[src/rtl/bcd_counter_ndigit.sv]
// N-digit BCD up/down counter with clear, validated load and a registered wrap pulse.
// Define BCD_CNT_LIMIT_EN to add a `limit` port that replaces the all-9s terminal value.
module bcd_counter_ndigit #(
    parameter  int DIGITS = 4,
    localparam int W      = 4 * DIGITS
) (
    input  logic         clock,
    input  logic         reset_n,
    input  logic         clear,
    input  logic         load,
    input  logic [W-1:0] load_val,
    input  logic         en,
    input  logic         up,
`ifdef BCD_CNT_LIMIT_EN
    input  logic [W-1:0] limit,
`endif
    output logic [W-1:0] count,
    output logic         wrap,
    output logic         load_err,
    output logic         at_zero
);

    logic [W-1:0] r_count;
    logic         r_wrap;
    logic         r_load_err;

    logic [W-1:0] w_max;
    logic [W-1:0] w_load_fix;
    logic         w_load_bad;
    logic [W-1:0] w_inc;
    logic [W-1:0] w_dec;
    logic         w_at_max;
    logic         w_is_zero;
    logic [W-1:0] w_next;
    logic         w_next_wrap;
    logic         w_next_err;

`ifdef BCD_CNT_LIMIT_EN
    // Out-of-range limit digits saturate to 9 so the terminal value is always valid BCD.
    always_comb begin
        w_max = '0;
        for (int i = 0; i < DIGITS; i++) begin
            w_max[4*i +: 4] = (limit[4*i +: 4] > 4'd9) ? 4'd9 : limit[4*i +: 4];
        end
    end
`else
    assign w_max = {DIGITS{4'h9}};
`endif

    // NOTE: every combinational output gets a default before any branch, so no latch is inferred.
    always_comb begin
        w_load_fix = '0;
        w_load_bad = 1'b0;
        for (int i = 0; i < DIGITS; i++) begin
            if (load_val[4*i +: 4] > 4'd9) begin
                w_load_bad = 1'b1;
            end else begin
                w_load_fix[4*i +: 4] = load_val[4*i +: 4];
            end
        end
    end

    // Single-cycle ripple of carry (up) and borrow (down) through all digits.
    always_comb begin
        logic       carry;
        logic       borrow;
        logic [3:0] digit;
        w_inc  = '0;
        w_dec  = '0;
        carry  = 1'b1;
        borrow = 1'b1;
        for (int i = 0; i < DIGITS; i++) begin
            digit = r_count[4*i +: 4];
            if (!carry) begin
                w_inc[4*i +: 4] = digit;
            end else if (digit == 4'd9) begin
                w_inc[4*i +: 4] = 4'd0;
            end else begin
                w_inc[4*i +: 4] = digit + 4'd1;
                carry           = 1'b0;
            end
            if (!borrow) begin
                w_dec[4*i +: 4] = digit;
            end else if (digit == 4'd0) begin
                w_dec[4*i +: 4] = 4'd9;
            end else begin
                w_dec[4*i +: 4] = digit - 4'd1;
                borrow          = 1'b0;
            end
        end
    end

    // BCD vectors order the same as their decimal values, so a plain unsigned compare works.
    assign w_at_max  = (r_count >= w_max);
    assign w_is_zero = (r_count == '0);

    always_comb begin
        w_next      = r_count;
        w_next_wrap = 1'b0;
        w_next_err  = 1'b0;
        if (clear) begin
            w_next = '0;
        end else if (load) begin
            w_next     = w_load_fix;
            w_next_err = w_load_bad;
        end else if (en) begin
            if (up) begin
                if (w_at_max) begin
                    w_next      = '0;
                    w_next_wrap = 1'b1;
                end else begin
                    w_next = w_inc;
                end
            end else begin
                if (w_is_zero) begin
                    w_next      = w_max;
                    w_next_wrap = 1'b1;
                end else begin
                    w_next = w_dec;
                end
            end
        end
    end

    // NOTE: state registers use non-blocking assignments so all flops update together.
    always_ff @(posedge clock or negedge reset_n) begin
        if (!reset_n) begin
            r_count    <= '0;
            r_wrap     <= 1'b0;
            r_load_err <= 1'b0;
        end else begin
            r_count    <= w_next;
            r_wrap     <= w_next_wrap;
            r_load_err <= w_next_err;
        end
    end

    assign count    = r_count;
    assign wrap     = r_wrap;
    assign load_err = r_load_err;
    assign at_zero  = w_is_zero;

endmodule
[config.mk]
export PLATFORM = sky130hd
export DESIGN_NAME = bcd_counter_ndigit
export DESIGN_NICKNAME = d
export VERILOG_FILES = /design/src/rtl/bcd_counter_ndigit.sv
export SDC_FILE = /design/constraint.sdc
export NUM_CORES = 1
export LEC_CHECK = 0
export ABC_AREA = 1
export CELL_PAD_IN_SITES_DETAIL_PLACEMENT = 0
export CELL_PAD_IN_SITES_GLOBAL_PLACEMENT = 1
export CORE_ASPECT_RATIO = 0.5
export CORE_MARGIN = 3
export CORE_UTILIZATION = 31
export DETAILED_ROUTE_END_ITERATION = 8
export PLACE_DENSITY = 0.86
export SKIP_CTS_REPAIR_TIMING = 1
export SYNTH_ARGS = -nofsm -noshare
export SYNTH_HDL_FRONTEND = slang
export SYNTH_SLANG_ARGS = --single-unit
[constraint.sdc]
create_clock -name clock -period 1.7 [get_ports clock]
set_clock_uncertainty 0.2 [all_clocks]
set_input_delay 0.51 -clock clock [delete_from_list [all_inputs] [get_ports clock]]
set_output_delay 0.51 -clock clock [all_outputs]
set_load 0.005 [all_outputs]
==> impl_metrics.json, run 1 <==
{
  "run_status": "finished with violations",
  "violations": "setup timing",
  "yosys.area.top_type": "dfrtp_1",
  "io_buffers": 40,
  "vias_per_cell": 5.00,
  "grt_pass1_vias": 2140,
  "multi_input_area_mm2": 0.00129,
  "ys_ff_latch": 18,
  "layout-drive-gt1-share_pct": 34.9,
  "initial_core_util_pct": 33.6,
  "grt_use_total_pct": 18.5,
  "cts_tree": "built",
  "root_buffer": "clkbuf_8",
  "drt.antenna.violating_nets": 0,
  "synthesis.nets": 306,
  "drt-initial-drc-count": 161,
  "syn_area_mm2": 0.00173,
  "gr-total-overflow": 0,
  "synthCells": 284,
  "clock-sinks": 18,
  "critPathLaunchType": "flop",
  "h-tree-depth": 1,
  "coreArea_mm2": 0.00516,
  "synth-edff-count": 0,
  "min_period_ns": 2.06,
  "dieArea_mm2": 0.00657,
  "top_level_ports": 41,
  "synth_top_area_share_pct": 26.0,
  "fin_util_pct": 59.2,
  "yosysMostFrequentCell": "nand2_1",
  "cp-end-kind": "flop",
  "crit_type": "reg -> reg",
  "vdd_drop_max_uv": 302,
  "syn2layout_area_growth_pct": 76.3,
  "grt_start_max_net_pins": 19,
  "min_period_over_period_pct": 121,
  "crit_family": "simple AND/OR/NAND/NOR gates",
  "synthArstFlopShare_pct": 100,
  "final_cells": 468,
  "wl_per_cell_um": 14.3,
  "cp_max_fo": 5,
  "clock_latency_ns": 0.26,
  "globalplace.congestion": 0.924,
  "timing.final.max_slew_violations": 0,
  "die_x_um": 112,
  "hp-class": "in -> async",
  "crit_buf_inv": 3,
  "firstDrtPassIters": 4,
  "worst_pin_slew_ns": 0.356,
  "setup_violations": 18,
  "place_inst": 454,
  "path_cells": "buf_6 -> nor2_4 -> buf_4 -> nor2_1 -> a21oi_4 -> nand4_4 -> buf_4 -> o21bai_4 -> nand2_1 -> nand2_1",
  "synth.distinct_cells": 33,
  "grt_first_pass_wirelength_mm": 9.79,
  "cp_slowest_cell": "dfrtp_1",
  "fillers": 479,
  "arrival_ns": 2.06,
  "max_cap_violations": 0,
  "ys_top_cells_by_area": "dfrtp_1 (26%), nand2_1 (16%), inv_1 (8.0%)",
  "num_antenna_cells": 0,
  "dp_hpwl_mm": 5.05,
  "ys_warn_count": 0,
  "row_count": 18,
  "synth_ff_type": "dfrtp_1",
  "seq_area_um2": 453,
  "clockBufferDepth": 2,
  "drc_errors": 0,
  "numCtsBuffers": 3,
  "power.density_mw_per_mm2": 655,
  "max_freq_ghz": 0.485,
  "cts.clk_slew.worst_paths_ns": 0.07,
  "dr_total_vias": 2339,
  "wl_mm": 6.69,
  "dieHeight_um": 58.9,
  "slew_headroom_pct": 76.0,
  "cpPeakStageDelay_ns": 0.41,
  "crit_required_ns": 1.70,
  "synthTopCellsByCount": "nand2_1 (72), inv_1 (37), nor2_1 (36)",
  "rrSetupSlack_ns": -0.36,
  "nets": 422,
  "hold_violations": 0,
  "syn_avg_cell_area_um2": 6.10,
  "leakage_nw": 1.73,
  "antenna_found_initial": 0,
  "worst_slack_ns": -0.361,
  "ys_seq_area_share_pct": 26.0,
  "rsz0062_at_grt": "true"
}
-- registers in the layout, indices dropped and copies added, names as in the netlist --
register / cells
wrap: 1
load_err: 1
count: 16
-- layout by cell type (no fill, tap or decap), types with 4 or more instances in the layout --
cell             count
clkbuf_2             4
o22ai_1              4
nand4_1              8
nand2_2              9
dlymetal6s2s_1      14
a21oi_1             15
o21ai_1              6
nor2_1              26
clkdlybuf4s50_1     20
buf_4               62
nor2_4              11
buf_6               15
nor2_2               9
dfrtp_1             16
o21ai_0             18
nand3_1             14
inv_1               36
a31oi_1              9
nand2_1             64
-- metrics by stage --
step	area (um^2)	power [mW]	worst slack, ns	hold WS, ns	setup TNS, ns
final	3050	2.00	-0.361	0.391	-5.13
after detailed placement	2720	1.53	-0.529	0.401	-8.95
after floorplan	1770	1.01	-0.000801	0.0144	-0.000801
after global placement	2720	1.50	-0.466	0.391	-8.15
after CTS	2760	1.84	-0.735	0.399	-10.84
after global routing	3050	2.13	-0.432	0.405	-6.69
-- kinds of logic after synthesis --
| group | Yosys count | synth area share, % |
|---|---|---|
| buf+inv | 45 | 9.97 |
| simple gates | 156 | 41.5 |
| xor+xnor | 2 | 1.01 |
| compound gates | 63 | 21.5 |
| flops | 18 | 26.0 |
-- report_power, final --
| part | total, mW | leakage, nW | internal (mW) | switching [mW] |
|---|---|---|---|---|
| clock network | 0.314 | 0.0216 | 0.158 | 0.156 |
| registers | 0.525 | 0.234 | 0.478 | 0.0476 |
| logic | 1.16 | 1.47 | 0.573 | 0.588 |
| total | 2.00 | 1.73 | 1.21 | 0.791 |
-- area by class of cell --
class                           instances  area share [%]
Clock buffer                            3            1.35
Inverter                               40            4.92
Multi-Input combinational cell        221            42.1
Sequential cell                        18            14.8
Tap cell                               70            2.87
Timing Repair Buffer                  116            33.9
-- layer usage --
metal | GRT usage [%] | part of all wire, %
met1 | 23.6 | 44
met5 | 0 | 0
met3 | 3.80 | 5.1
met4 | 3.81 | 0.72
met2 | 33.1 | 50
-- worst paths after layout --
check                          start   endpoint  cells after the start
min in group clock         count[10]  count[10]                      3
setup reg to reg            count[9]  count[11]                     10
hold / removal               reset_n  count[11]                      2
hold reg to reg            count[10]  count[10]                      3
max in group asynchronous    reset_n   count[1]                      2
setup / recovery            count[9]  count[11]                     10
Power figures use the tool's default switching activity.
==> run 2: changes to the inputs <==
--- a/config.mk
+++ b/config.mk
@@ -11,6 +11,7 @@
 export CORE_ASPECT_RATIO = 0.5
 export CORE_MARGIN = 3
 export CORE_UTILIZATION = 31
+export CTS_CLUSTER_DIAMETER = 30
 export DETAILED_ROUTE_END_ITERATION = 8
 export PLACE_DENSITY = 0.86
 export SKIP_CTS_REPAIR_TIMING = 1
==> results of run 2 <==
The final DEF is identical to that of run 1; final timing and power are the same.
